==> src/rtl/core_lsu_pkg.sv <==
// Shared encodings and decode helpers for the load/store unit.
package core_lsu_pkg;

   localparam int INSTR_W  = 32;
   localparam int LSU_TO_W = 8;

   localparam logic [6:0] OP_LOAD  = 7'b0000011;
   localparam logic [6:0] OP_STORE = 7'b0100011;

   // funct3 codes: loads run LB..LWU (0..6), stores run SB..SD (0..3)
   localparam logic [2:0] F3_LOAD_MAX  = 3'd6;
   localparam logic [2:0] F3_STORE_MAX = 3'd3;

   typedef enum logic [1:0] {
      ST_IDLE = 2'd0,
      ST_REQ  = 2'd1,
      ST_WAIT = 2'd2,
      ST_DONE = 2'd3
   } lsu_state_e;

   typedef struct packed {
      logic       mem;
      logic       store;
      logic [1:0] size;
      logic       uns;
   } lsu_op_t;

   function automatic lsu_op_t decode_op(input logic [INSTR_W-1:0] instr);
      lsu_op_t op;
      op.store = (instr[6:0] == OP_STORE);
      op.mem   = ((instr[6:0] == OP_LOAD) && (instr[14:12] <= F3_LOAD_MAX)) ||
                 (op.store && (instr[14:12] <= F3_STORE_MAX));
      op.size  = instr[13:12];
      op.uns   = instr[14];
      return op;
   endfunction

   // Low address bits that must be zero for an access of 1 << size bytes.
   function automatic logic [2:0] align_mask(input logic [1:0] size);
      return 3'((4'd1 << size) - 4'd1);
   endfunction

endpackage

==> src/rtl/core_lsu_align.sv <==
// Byte-lane steering: store byte enables and write shift, load shift and extend.
module core_lsu_align
   import core_lsu_pkg::*;
#(
   parameter int XLEN = 64
) (
   input  logic [1:0]      st_size_i,
   input  logic [2:0]      st_off_i,
   input  logic [XLEN-1:0] st_data_i,
   output logic [7:0]      be_o,
   output logic [XLEN-1:0] st_data_o,
   input  logic [1:0]      ld_size_i,
   input  logic [2:0]      ld_off_i,
   input  logic            ld_uns_i,
   input  logic [XLEN-1:0] ld_raw_i,
   output logic [XLEN-1:0] ld_data_o
);

   logic [7:0]      be_mask;
   logic [XLEN-1:0] ld_shift;

   always_comb begin
      // NOTE: every output gets a default first so no path can infer a latch.
      be_mask   = 8'h00;
      ld_data_o = '0;
      st_data_o = st_data_i << {st_off_i, 3'b000};
      ld_shift  = ld_raw_i >> {ld_off_i, 3'b000};

      unique case (st_size_i)
         2'd0:    be_mask = 8'h01;
         2'd1:    be_mask = 8'h03;
         2'd2:    be_mask = 8'h0F;
         default: be_mask = 8'hFF;
      endcase
      be_o = be_mask << st_off_i;

      unique case (ld_size_i)
         2'd0: ld_data_o = {{(XLEN-8){~ld_uns_i & ld_shift[7]}},   ld_shift[7:0]};
         2'd1: ld_data_o = {{(XLEN-16){~ld_uns_i & ld_shift[15]}}, ld_shift[15:0]};
         2'd2: ld_data_o = {{(XLEN-32){~ld_uns_i & ld_shift[31]}}, ld_shift[31:0]};
         default: ld_data_o = ld_shift;
      endcase
   end

endmodule

==> src/rtl/core_lsu.sv <==
// Load/store unit: decodes MEM-stage memory ops and runs the data-memory
// request/grant/response handshake, stalling the pipeline until completion.
module core_lsu
   import core_lsu_pkg::*;
#(
   parameter int XLEN           = 64,
   parameter int TIMEOUT_CYCLES = 255
) (
   input  logic               clk,
   input  logic               rst,
   input  logic               valid_i,
   input  logic [INSTR_W-1:0] instr_i,
   input  logic [XLEN-1:0]    addr_i,
   input  logic [XLEN-1:0]    wdata_i,
   output logic               stall_o,
   output logic               done_o,
   output logic [XLEN-1:0]    ld_data_o,
   output logic               misalign_o,
   output logic               bus_err_o,
   output logic               dm_req_o,
   output logic               dm_we_o,
   output logic [XLEN-1:0]    dm_addr_o,
   output logic [XLEN-1:0]    dm_wdata_o,
   output logic [7:0]         dm_be_o,
   input  logic               dm_gnt_i,
   input  logic               dm_rvalid_i,
   input  logic [XLEN-1:0]    dm_rdata_i
);

   lsu_state_e          state_q;
   lsu_op_t             dec;
   logic                store_q, uns_q, bus_err_q;
   logic [1:0]          size_q;
   logic [2:0]          off_q;
   logic [LSU_TO_W-1:0] cnt_q, cnt_d;
   logic [XLEN-1:0]     rdata_q, ld_ext, lane_wdata;
   logic [7:0]          lane_be;
   logic                dm_req_q, dm_we_q;
   logic [XLEN-1:0]     dm_addr_q, dm_wdata_q;
   logic [7:0]          dm_be_q;
   logic                in_idle, busy, aligned, accept, complete, timeout, done;

   assign dec     = decode_op(instr_i);
   assign in_idle = (state_q == ST_IDLE);
   assign busy    = (state_q == ST_REQ) || (state_q == ST_WAIT);
   assign done    = (state_q == ST_DONE);
   assign aligned = (addr_i[2:0] & align_mask(dec.size)) == 3'b000;
   assign accept  = in_idle & valid_i & dec.mem & aligned;

   // A load finishes on rvalid, which may coincide with its grant.
   assign complete = ((state_q == ST_REQ) & dm_gnt_i & (store_q | dm_rvalid_i)) |
                     ((state_q == ST_WAIT) & dm_rvalid_i);
   assign cnt_d    = cnt_q + LSU_TO_W'(1);
   assign timeout  = (cnt_d == LSU_TO_W'(TIMEOUT_CYCLES));

   assign stall_o    = busy | accept;
   assign misalign_o = in_idle & valid_i & dec.mem & ~aligned;
   assign done_o     = done;
   assign bus_err_o  = bus_err_q;
   assign ld_data_o  = (done & ~bus_err_q & ~store_q) ? ld_ext : '0;

   assign dm_req_o   = dm_req_q;
   assign dm_we_o    = dm_we_q;
   assign dm_addr_o  = dm_addr_q;
   assign dm_wdata_o = dm_wdata_q;
   assign dm_be_o    = dm_be_q;

   core_lsu_align #(.XLEN(XLEN)) u_align (
      .st_size_i (dec.size),
      .st_off_i  (addr_i[2:0]),
      .st_data_i (wdata_i),
      .be_o      (lane_be),
      .st_data_o (lane_wdata),
      .ld_size_i (size_q),
      .ld_off_i  (off_q),
      .ld_uns_i  (uns_q),
      .ld_raw_i  (rdata_q),
      .ld_data_o (ld_ext)
   );

   // NOTE: non-blocking assignments only; every signal here is clocked state.
   always_ff @(posedge clk) begin
      if (rst) begin
         state_q    <= ST_IDLE;
         cnt_q      <= '0;
         store_q    <= 1'b0;
         uns_q      <= 1'b0;
         size_q     <= '0;
         off_q      <= '0;
         rdata_q    <= '0;
         bus_err_q  <= 1'b0;
         dm_req_q   <= 1'b0;
         dm_we_q    <= 1'b0;
         dm_addr_q  <= '0;
         dm_wdata_q <= '0;
         dm_be_q    <= '0;
      end else begin
         unique case (state_q)
            ST_IDLE: begin
               if (accept) begin
                  state_q    <= ST_REQ;
                  cnt_q      <= '0;
                  store_q    <= dec.store;
                  uns_q      <= dec.uns;
                  size_q     <= dec.size;
                  off_q      <= addr_i[2:0];
                  dm_req_q   <= 1'b1;
                  dm_we_q    <= dec.store;
                  dm_addr_q  <= {addr_i[XLEN-1:3], 3'b000};
                  dm_wdata_q <= lane_wdata;
                  dm_be_q    <= lane_be;
               end
            end
            ST_REQ, ST_WAIT: begin
               cnt_q <= cnt_d;
               // A response in the last allowed cycle still counts as success.
               if (complete) begin
                  rdata_q  <= dm_rdata_i;
                  dm_req_q <= 1'b0;
                  state_q  <= ST_DONE;
               end else if (timeout) begin
                  dm_req_q  <= 1'b0;
                  bus_err_q <= 1'b1;
                  state_q   <= ST_DONE;
               end else if ((state_q == ST_REQ) && dm_gnt_i) begin
                  dm_req_q <= 1'b0;
                  state_q  <= ST_WAIT;
               end
            end
            ST_DONE: begin
               bus_err_q <= 1'b0;
               state_q   <= ST_IDLE;
            end
            default: state_q <= ST_IDLE;
         endcase
      end
   end

endmodule
==> config.mk <==
export PLATFORM = sky130hd
export DESIGN_NAME = core_lsu
export DESIGN_NICKNAME = d
export VERILOG_FILES = /design/src/rtl/core_lsu_pkg.sv /design/src/rtl/core_lsu_align.sv /design/src/rtl/core_lsu.sv
export SDC_FILE = /design/constraint.sdc
export NUM_CORES = 1
export LEC_CHECK = 0
export CORE_AREA = 2 2 167 169
export DETAILED_ROUTE_END_ITERATION = 8
export DIE_AREA = 0 0 169 171
export GPL_TIMING_DRIVEN = 0
export PLACE_DENSITY = 0.78
export SLEW_MARGIN = 20
export SYNTH_ARGS = -nofsm -noshare
export SYNTH_HDL_FRONTEND = slang
export SYNTH_SLANG_ARGS = --single-unit
==> constraint.sdc <==
create_clock -name clk -period 4.7 [get_ports clk]
set_clock_uncertainty 0.2 [all_clocks]
set_input_delay 0.94 -clock clk [delete_from_list [all_inputs] [get_ports clk]]
set_output_delay 0.94 -clock clk [all_outputs]
set_load 0.05 [all_outputs]
== Yosys cells after proc, flatten, opt, wreduce, memory -nomap -nowiden ==
Cells that the tools add are included.

* Register bits after elaboration: 216
* Input port bits: 229
* Output and inout bits: 206
* Logic and storage cells: 90

* $add $sub $neg: 2
* $lt $le $gt $ge: 2
* Equal/unequal tests: 14
* Shift-type cells: 4
* Muxes and demuxes: 18
* Bitwise gates (word level): 20
* Reductions and logical operators: 18

{| class="wikitable"
|+ Operators by type and width
! cell !! number
|-
| $pmux 64 s3 || 1
|-
| $mux 64 || 1
|-
| $shl 64x6->64 || 1
|-
| $shr 64x6->64 || 1
|-
| $pmux 8 s3 || 1
|-
| $pmux 8 s2 || 1
|-
| $and 1x1->1 || 12
|-
| $add 8x1->8 const B || 1
|-
| $eq 2x2->1 const B || 4
|-
| $eq 8x8->1 const B || 1
|-
| $mux 2 || 4
|-
| $mux 8 || 1
|-
| $reduce_and 2->1 || 4
|-
| $shl 8x3->8 || 1
|-
| $eq 7x2->1 const B || 1
|-
| $eq 7x6->1 const B || 1
|-
| $eq 2x1->1 const B || 3
|-
| $logic_not 2->1 || 3
|-
| $mux 1 || 6
|-
| $pmux 2 s3 || 1
|-
| $reduce_and 3->1 || 2
|-
| $ne 2x2->1 const B || 2
|-
| $ne 4x4->1 const B || 1
|-
| $not 1->1 || 4
|-
| 13 further kinds || 20
|}

== Longest topological paths before layout ==
Gate-level depths: netlist (run 1).

* Depth in word-level cells: 7
* Gate-level depth with buffers: 11
* Gate-level depth less buffers: 8

== Hierarchy ==
Synthesis (run 1) repeated with hierarchy kept, for this count alone.

* Cells, all modules: 1613
* Area, all modules: 12474.5 sq um

{| class="wikitable"
|+ By module, submodules not included
! module !! times used !! cells each !! area an instance (sq um) !! sequential area each (sq um)
|-
| core_lsu || 1 || 1072 || 8335.5 || 4324.1
|-
| core_lsu_align || 1 || 541 || 4139.0 || 0.0
|}

== Worst setup path before layout (run 1) ==
Ideal clock, no wire load.

* Path kind: register to output
* Start: register off_q[1]
* End: output port ld_data_o[62]
* Arrival time: 2758 ps
* Required time: 3560 ps
* Setup slack: 802 ps
* Stages on the path, launching flop included: 11
* Path buffers: 4
* Cells stage by stage: dfxtp_1 buf_6 mux2i_1 mux4_2 or3_1 buf_2 o21a_1 buf_6 a21o_4 buf_6 nor2_1

* Cells in the longest elaborated chain, start to end: 4
* Elaborated cells between the ends (all ways): 6

{| class="wikitable"
|+ Ends and longest elaborated chain
! item !! RTL line !! RTL
|-
| start: declaration || core_lsu.sv:34 || <nowiki>logic [2:0] off_q;</nowiki>
|-
| start signal: assignment || core_lsu.sv:106 || <nowiki>off_q <= addr_i[2:0];</nowiki>
|-
| $shr 64x6->64 (*) || core_lsu_align.sv:27 || <nowiki>ld_shift = ld_raw_i >> {ld_off_i, 3'b000};</nowiki>
|-
| $and 1x1->1, on equally long branches || core_lsu_align.sv:40, core_lsu_align.sv:38, core_lsu_align.sv:39 ||
|-
| $pmux 64 s3 (*) || core_lsu_align.sv:37 || <nowiki>unique case (ld_size_i)</nowiki>
|-
| $mux 64 (*) || core_lsu.sv:60 || <nowiki>assign ld_data_o = (done & ~bus_err_q & ~store_q) ? ld_ext : '0;</nowiki>
|-
| end: declaration || core_lsu.sv:17 || <nowiki>output logic [XLEN-1:0] ld_data_o,</nowiki>
|}

Every way passes the cells marked *; elsewhere a longest branch is shown, timed or not.

== Worst setup path after layout (run 1) ==
* Start: register rdata_q[55]
* End: output port ld_data_o[52]

* Cells in the longest elaborated chain, start to end: 4
* Elaborated cells between the ends (all ways): 6

{| class="wikitable"
|+ Ends and longest elaborated chain
! item !! RTL line !! RTL
|-
| start: declaration || core_lsu.sv:36 || <nowiki>logic [XLEN-1:0] rdata_q, ld_ext, lane_wdata;</nowiki>
|-
| start signal: assignment || core_lsu.sv:118 || <nowiki>rdata_q <= dm_rdata_i;</nowiki>
|-
| $shr 64x6->64 (*) || core_lsu_align.sv:27 ||
|-
| $and 1x1->1, on equally long branches || core_lsu_align.sv:40, core_lsu_align.sv:38, core_lsu_align.sv:39 ||
|-
| $pmux 64 s3 (*) || core_lsu_align.sv:37 ||
|-
| $mux 64 (*) || core_lsu.sv:60 ||
|}

Marks and branches as above.

==> flow_summary.ini, run 1 <==
[run_status]
status = finished clean

[logic_synthesis]
synth_cell_types = 52
ys.flop_type = dfxtp_1
syn_inst = 1581
synth.ff_latch_count = 216
yosysTopAreaCell = dfxtp_1
postSynthAreaPerCell_um2 = 7.39
synth_top_area_share = 0.370
synth-compound-area-share = 0.233
yosys.area_share.adder = 0.00642
synth-xor-area-share = 0.000750
netlist_area_um2 = 11700
ys_seq_area_frac = 0.370
synth.most_common_cell = nand2_1
synthSimpleGateAreaFrac = 0.220
yosys-top-cells-area = dfxtp_1 37%, a21oi_1 13%, nand2_1 11%
synth_edf_count = 0
muxShareOfSynthArea = 0.112
synth_top_family_by_area = compound AO/OA/AOI/OAI gates
yosys_warnings = 0
synth_common_cells = 348 x nand2_1, 308 x a21oi_1, 216 x dfxtp_1
synthArstFlopShare = 0

[critical_path]
worstPathRequired_ns = 3.56
worstPathMaxFanout = 10
start_kind = flip-flop
cp_slowest_cell = mux4_2
critPathKind = flip-flop to output port
r2r_slack_ns = 1.45
crit_chain = mux2i_1 > mux4_2 > or3_1 > buf_2 > o21a_1 > buf_6 > a21o_4 > buf_6 > nor2_2 > clkdlybuf4s15_2
cp_top_family = buffers and inverters
worstPathBufferInverterCount = 4
r2r_end = dm_addr_o[19]
crit_cells = 10
max_stage_delay_ns = 0.53
worstReg2RegStart = state_q[1]
crit_top_cell = buf_6
worstRegToRegCells = 11
end_kind = output port
crit_arrival_ns = 3.45

[min_path]
hp-class = flip-flop to flip-flop
hp-start = dm_addr_o[40]
holdPathStages = 2
min_to = dm_addr_o[40]

[place]
hpwl_um = 41500
port_buffers = 407
place_congestion = 1.06
pre_cts_slack_ns = -0.483

[pwr]
p_per_area_nw_per_um2 = 249
power_uw = 4250
ir_drop_mv = 0.227
power.leakage_uw = 0.00596

[sta]
finalSetupViolCount = 0
slew_headroom = 0.327
worstMarginPinSlew_ns = 1.01
rsz0062_at_grt = no
layout_min_cycle_time_ns = 4.59
finalMaxSlewViolations = 0
setup_slack_ns = 0.110
holdWs_ns = 0.248
max_freq_ghz = 0.218
min_period_over_period = 0.977
hold_viol = 0

[route]
drt-wirelength-per-cell_um = 22.2
drtAntennaViolNets = 0
post-route-drc-count = 0
via_count = 13600
dr.pass1.iters = 5
drt_iter0_markers = 1272
drt_wl_total_um = 52800
viasPerCell = 5.73

[floorplan]
die_x_um = 169
die_h_um = 171
die-area_um2 = 28900
io_pins = 435
core_um2 = 27300
initial_core_util = 0.428
rows = 61

[grt]
grt_pass1_vias = 13100
overflow = 0
grt_pass1_wl_um = 77100
grt_max_degree = 20
antenna_found_initial = 2
grt_util_all_layers = 0.348

[finish]
register_area_um2 = 4330
drive_gt1_frac = 0.0882
layout.nets = 2250
multi_input_area_um2 = 6730
fillCellCount = 2516
area_delta_synth_final_pct = 45.7

[clocking]
cts_buffers = 24
ctsHoldBuffers = 0
clock-sinks = 216
cts.repair.resized = 126
post-cts-setup-buffer-count = 0
tritoncts = done
clk_latency_ns = 0.53
clockRootBuffer = clkbuf_16
h-tree-depth = 1
clkTransAtPathRegs_ns = 0.06
clk_path_buf_depth = 3

[flow_run]
maxCapViolations = 0
power by group:
group	internal, uW	switching (uW)	total [uW]	leakage (uW)
Sequential	1840	6.55	1850	0.00174
Clock	1080	775	1850	0.000373
Combinational	255	294	550	0.00384
final cells by class:
type	count	area share
Antenna cell	1	0.000147
Multi-Input combinational cell	1203	0.395
Clock inverter	5	0.00404
Buffer	147	0.0364
Timing Repair Buffer	408	0.241
Clock buffer	36	0.0408
Tap cell	346	0.0254
Sequential cell	216	0.254
Inverter	15	0.00331
state kept, by name (all words and copies together) (netlist names):
signal      flops
dm_req_o        1
dm_wdata_o     64
state_q         2
dm_addr_o      61
uns_q           1
dm_we_o         1
bus_err_o       1
dm_be_o         8
rdata_q        64
cnt_q           8
size_q          2
off_q           3
kinds of logic after synthesis:
logic type,count (synthesis)
and+or+nand+nor,610
AOI/OAI and AO/OA,469
DFF,216
buffers and inverters,164
muxes,114
adders and majority gates,6
other,1
xor gates and xnor gates,1
cell usage in the layout (no fill, tap or decap), types with 9 or more instances in the layout:
cell type        count
buf_1               13
nand3_1             10
nor3b_1              9
clkbuf_2            15
dlymetal6s2s_1      10
a211oi_1            59
o2bb2ai_1           15
mux4_2              10
mux2i_1             72
clkbuf_16           24
nor3_1              32
clkdlybuf4s15_2     33
nor2b_1             28
mux2_2              32
dfxtp_1            215
a211o_1              9
clkbuf_1           120
nor2_2              29
o21ai_0             39
nand2_1            348
nor2_1             133
clkdlybuf4s50_1    351
inv_1               15
a21oi_1            306
worst reg2reg max path, delay by kind of cell (launching register included):
| kind | cells | cell delay [ns] |
|---|---|---|
| buffers and inverters | 5 | 1.68 |
| AO/OA/AOI/OAI | 3 | 0.42 |
| flip-flops | 1 | 0.39 |
| AND/OR/NAND/NOR | 2 | 0.29 |
| adder cells (fa/ha/maj) | 1 | 0.18 |
through the flow:
stage | setup TNS [ns] | utilization | cell area [um^2] | std cells
final | 0 | 0.623 | 17000 | 2377
after floorplan | 0 | - | 11700 | 1583
after CTS | 0 | 0.623 | 17000 | 2377
after global placement | -3.76 | 0.593 | 16200 | 2336
after global routing | 0 | 0.623 | 17000 | 2377
after detailed placement | -2.07 | 0.593 | 16200 | 2337
worst max-delay path by stage:
stage / from / endpoint / slack [ns]
2_1_floorplan: off_q[1] / ld_data_o[62] / 0.80
3_3_place_gp: instr_i[12] / stall_o / -0.47
3_5_place_dp: instr_i[12] / stall_o / -0.48
4_1_cts: rdata_q[63] / ld_data_o[40] / 0.0008
5_1_grt: rdata_q[55] / ld_data_o[52] / 0.01
6_report: rdata_q[55] / ld_data_o[52] / 0.11
metal layers:
| layer | track usage | part of all wire | routed length [um] | up-vias |
|---|---|---|---|---|
| li1 | - | - | - | 6308 |
| met5 | 0 | 0 | 0 | - |
| met2 | 0.609 | 0.48 | 25400 | 774 |
| met3 | 0.0650 | 0.086 | 4520 | 145 |
| met4 | 0.146 | 0.046 | 2410 | 0 |
| met1 | 0.419 | 0.39 | 20400 | 6383 |
Note: power is estimated with default switching activity, not from simulation.
==> inputs of run 2 (changes only) <==
--- a/config.mk
+++ b/config.mk
@@ -6,6 +6,7 @@
 export NUM_CORES = 1
 export LEC_CHECK = 0
 export CORE_AREA = 2 2 167 169
+export CTS_CLUSTER_DIAMETER = 100
 export DETAILED_ROUTE_END_ITERATION = 8
 export DIE_AREA = 0 0 169 171
 export GPL_TIMING_DRIVEN = 0
==> run 2 against run 1 <==
Die area unchanged. Highest routed layer is now met5. Critical endpoint is now ld_data_o[25]. Combinational power is essentially flat. Critical path depth shrank 1. Largest cell class unchanged.
==> flow_summary.ini, run 2 (synthesis results as in run 1) <==
[run_status]
status = finished clean

[sta]
worstMarginPinSlew_ns = 1.01
slew_headroom = 0.327
min_period_over_period = 0.999
finalSetupViolCount = 0
finalMaxSlewViolations = 0
max_freq_ghz = 0.213
layout_min_cycle_time_ns = 4.69
hold_viol = 0
rsz0062_at_grt = yes
setup_slack_ns = 0.00521

[critical_path]
start_kind = flip-flop
end_kind = output port
worstPathRequired_ns = 3.56
crit_arrival_ns = 3.55
worstPathMaxFanout = 10
critPathKind = flip-flop to output port

[pwr]
power.share.switching = 0.253
power.leakage_uw = 0.00602
p_sw_uw = 1110
ir_drop_mv = 0.255
power_frac_seq = 0.420
power_uw = 4400
p_int_uw = 3280
pwr-share-comb = 0.125
p_per_area_nw_per_um2 = 257
p_clk_frac = 0.455

[clocking]
clockRootBuffer = clkbuf_16
post-cts-setup-buffer-count = 0
cts_buffers = 24
h-tree-depth = 1
tritoncts = done
clk_latency_ns = 0.53
clock-sinks = 216
ctsHoldBuffers = 0
clkTransAtPathRegs_ns = 0.06
clk_path_buf_depth = 3

[route]
viasPerCell = 5.69
wl_met1_um = 20700
met2WireLength_um = 25600
drt_wl_total_um = 52900
drt-wirelength-per-cell_um = 22.2
dr.pass1.iters = 5
post-route-drc-count = 0
top_layer_used = met5
wl_met3_um = 4280
drt_iter0_markers = 1337
drtAntennaViolNets = 0
via_count = 13500

[place]
place_congestion = 1.06
port_buffers = 407
placed_area_um2 = 16200
dp.cells = 2337
pre_cts_slack_ns = -0.483
hpwl_um = 41500

[finish]
layout.nets = 2251
final_cell_mix = 350 x clkdlybuf4s50_1, 348 x nand2_1, 308 x a21oi_1, 215 x dfxtp_1, 133 x nor2_1
design_area_um2 = 17100
area_delta_synth_final_pct = 46.6
layout_commonest_cell = clkdlybuf4s50_1
final_cells = 2381
drive_gt1_frac = 0.0860

[floorplan]
io_pins = 435
initial_core_util = 0.428
die_x_um = 169
core_um2 = 27300
rows = 61
die_h_um = 171
die-area_um2 = 28900

[flow_run]
maxCapViolations = 0

[grt]
overflow = 0
grt_max_degree = 15
antenna_found_initial = 3
grt_pass1_vias = 13200
grt_util_all_layers = 0.348
grt_pass1_wl_um = 77400

[min_path]
hp-class = flip-flop to flip-flop
run 2: final cells by class:
cell class	instances	area, um^2
Fill cell	2510	10200
Multi-Input combinational cell	1203	6720
Sequential cell	216	4330
Timing Repair Buffer	408	4140
Clock buffer	31	637
Buffer	148	621
Tap cell	346	433
Clock inverter	13	194
Inverter	15	56.3
Antenna cell	1	2.50
run 2: final timing paths:
path / slack (ns) / startpoint / endpoint / cells after the start
hold reg to reg: 0.25 / dm_addr_o[40] / dm_addr_o[40] / 2
setup reg to reg: 1.43 / state_q[1] / dm_addr_o[25] / 11
hold / removal: 0.25 / dm_addr_o[40] / dm_addr_o[40] / 2
setup / recovery: 0.005 / rdata_q[55] / ld_data_o[25] / 9
run 2: metrics by stage:
step	util	hold WS (ns)	setup TNS, ns
floorplan	-	0.232	0
global placement	0.593	0.238	-3.76
detailed placement	0.593	0.242	-2.07
CTS	0.626	0.251	-0.00627
global route	0.627	0.266	-0.0204
finish	0.627	0.248	0
run 2: what timing repair did:
action / CTS / global route
gates resized for setup: 126 / 23
endpoints found under the setup margin: 63 / 56
gates cloned: 0 / 0
run 2: critical path: stages, from the launching register on:
cell and delay, ns:
dfxtp_1 0.52, mux2i_1 0.15, mux4_2 0.53, or3_1 0.35
buf_2 0.20, o21a_1 0.13, buf_6 0.14, clkbuf_1 0.20
a21oi_1 0.36, clkdlybuf4s15_2 0.44
run 2: power by group through the flow:
stage / clock network (uW) / logic, uW / registers (uW)
floorplan: 0 / 217 / 1900
detailed placement: 0 / 535 / 1890
CTS: 2010 / 539 / 1840
finish: 2000 / 551 / 1850
global placement: 0 / 534 / 1890
global route: 2090 / 574 / 1840
run 2: layer usage:
layer	vias up	track usage
met1	6354	0.416
li1	6321	-
met5	-	0
met3	142	0.0650
met2	719	0.614
met4	4	0.143
==> inputs of run 3 (changes only) <==
--- a/config.mk
+++ b/config.mk
@@ -5,13 +5,14 @@
 export SDC_FILE = /design/constraint.sdc
 export NUM_CORES = 1
 export LEC_CHECK = 0
-export CORE_AREA = 2 2 167 169
+export CORE_AREA = 2 2 171 173
 export CTS_CLUSTER_DIAMETER = 100
 export DETAILED_ROUTE_END_ITERATION = 8
-export DIE_AREA = 0 0 169 171
+export DIE_AREA = 0 0 173 175
 export GPL_TIMING_DRIVEN = 0
 export PLACE_DENSITY = 0.78
 export SLEW_MARGIN = 20
 export SYNTH_ARGS = -nofsm -noshare
 export SYNTH_HDL_FRONTEND = slang
+export SYNTH_HIERARCHICAL = 1
 export SYNTH_SLANG_ARGS = --single-unit
==> run 3 against run 2 <==
Combinational power rose by 5.4%. Setup slack improved by 0.081 ns. Non-clock buffer count fell by 2. Hold slack about the same. Via count is 1.5% higher. Synthesized cell count rose by 2.0%. Total power shrank 2.2%. Routed wire length up 4.3%. Utilization up 0.15 points. Count of clock-buffer cells in the layout grew 2.
==> flow_summary.ini, run 3 <==
[clocking]
clockRootBuffer = clkbuf_16
clk_path_buf_depth = 3
clkTransAtPathRegs_ns = 0.06
cts_buffers = 23
tritoncts = done
h-tree-depth = 1
ctsHoldBuffers = 0
clock-sinks = 216
clk_latency_ns = 0.54

[floorplan]
core_um2 = 28400
die_x_um = 173
initial_core_util = 0.439
io_pins = 435
die_h_um = 175
rows = 62
die-area_um2 = 30300

[sta]
rsz0062_at_grt = no
finalSetupViolCount = 0
finalMaxSlewViolations = 0
setup_slack_ns = 0.0858
slew_headroom = 0.401
max_freq_ghz = 0.217
hold_viol = 0
min_period_over_period = 0.982
layout_min_cycle_time_ns = 4.61
worstMarginPinSlew_ns = 0.888

[run_status]
status = finished clean

[critical_path]
crit_arrival_ns = 3.47
worstPathMaxFanout = 10
start_kind = input port
end_kind = output port
worstPathRequired_ns = 3.56
critPathKind = input port to output port

[logic_synthesis]
synthArstFlopShare = 0
syn_inst = 1613
synth-compound-area-share = 0.149
synth.most_common_cell = nand2_1
yosysTopAreaCell = dfxtp_1
synth_edf_count = 0
yosys.area_share.adder = 0.00602
postSynthAreaPerCell_um2 = 7.73
synth_top_family_by_area = simple AND/OR/NAND/NOR gates
synth_top_area_share = 0.347
netlist_area_um2 = 12500
yosys_warnings = 6
synthSimpleGateAreaFrac = 0.264
synth_cell_types = 57
synth_common_cells = 485 x nand2_1, 236 x a21oi_1, 216 x dfxtp_1
yosys-top-cells-area = dfxtp_1 35%, nand2_1 15%, a21oi_1 9.5%
ys.flop_type = dfxtp_1
muxShareOfSynthArea = 0.168
ys_seq_area_frac = 0.347
synth-xor-area-share = 0
synth.ff_latch_count = 216

[grt]
grt_pass1_wl_um = 82000
grt_pass1_vias = 13600
grt_util_all_layers = 0.351
overflow = 0
antenna_found_initial = 4
grt_max_degree = 14

[place]
port_buffers = 408
place_congestion = 1.02
hpwl_um = 43800
pre_cts_slack_ns = -0.481
placed_area_um2 = 17100

[route]
drtAntennaViolNets = 0
viasPerCell = 5.60
via_count = 13700
post-route-drc-count = 0
drt-wirelength-per-cell_um = 22.5
dr.pass1.iters = 5
drt_iter0_markers = 1113
drt_wl_total_um = 55200

[min_path]
hp-class = flip-flop to flip-flop

[finish]
drive_gt1_frac = 0.0930
design_area_um2 = 17800
layout.nets = 2284
fillCellCount = 2483
final_cell_mix = 485 x nand2_1, 404 x clkdlybuf4s50_1, 236 x a21oi_1, 216 x dfxtp_1, 81 x clkbuf_1
area_delta_synth_final_pct = 43.0
layout_commonest_cell = nand2_1

[pwr]
p_per_area_nw_per_um2 = 241
power.leakage_uw = 0.00629
ir_drop_mv = 0.276

[flow_run]
maxCapViolations = 0
==> run 3: cell types whose count changed after synthesis, sizes merged, moves of 26 or more <==
cell and delta:
mux4 +36, nor2 -110, buf +39, a21oi -71, nor3 -28, nand4 +26
and2 +83, nand2 +138, a211oi -56, clkbuf -43
==> run 3: routing by layer <==
metal  vias to the layer above  GRT usage  part of all wire
met5                         -          0           0.00029
met4                         2      0.165             0.053
met3                       158     0.0720             0.073
met2                       729      0.619              0.49
met1                      6481      0.409              0.39
li1                       6367          -                 -
==> run 3: final timing paths <==
kind,startpoint,cells after the start,slack (ns),endpoint
max,instr_i[13],9,0.09,stall_o
max reg2reg,state_q[0],8,1.95,rdata_q[16]
min,dm_addr_o[61],2,0.25,dm_addr_o[61]
min reg2reg,dm_addr_o[61],2,0.25,dm_addr_o[61]
==> run 3: cells by family after synthesis <==
kind of cell / after synthesis
buf+inv: 162
simple gates: 740
compound gates: 340
other cells: 1
mux: 148
flops: 216
fa+ha+maj: 6
==> run 3: area by class of cell <==
type | instances | area, um^2 | share of cell area
diodes | 3 | 7.51 | 0.000421
plain buffers | 145 | 751 | 0.0421
clock buffers | 33 | 673 | 0.0377
clock inverters | 7 | 100 | 0.00561
inverters | 17 | 63.8 | 0.00358
multi-input cells | 1237 | 7350 | 0.412
flip-flops and latches | 216 | 4320 | 0.242
well taps | 384 | 480 | 0.0269
repair buffers | 409 | 4090 | 0.229
==> run 3: worst max-delay path: stages <==
cell and delay (ns):
clkdlybuf4s50_1 0.58, o21ai_1 0.19, o21ai_1 0.21, or4_1 0.55, buf_2 0.20, buf_6 0.20
buf_6 0.15, nand2_1 0.06, clkdlybuf4s18_2 0.37
==> run 3: per-stage QoR <==
step / TNS, ns / cells / util / power, uW / hold WS, ns
6_report: 0 / 2451 / 0.628 / 4300 / 0.248
5_1_grt: 0 / 2451 / 0.628 / 4420 / 0.269
4_1_cts: 0 / 2448 / 0.628 / 4300 / 0.250
3_5_place_dp: -0.793 / 2408 / 0.601 / 2450 / 0.242
3_3_place_gp: -0.833 / 2407 / 0.600 / 2450 / 0.236
2_1_floorplan: 0 / 1615 / - / 2150 / 0.232
==> run 3: what timing repair did <==
action | CTS | global route
cloned | 0 | 0
setup endpoints to repair | 2 | 23
buffers inserted | 0 | 0
resized for setup | 5 | 4
==> run 3: power by group <==
group | switching [uW] | internal [uW]
clock network | 765 | 1110
logic | 298 | 283
registers | 7.46 | 1840
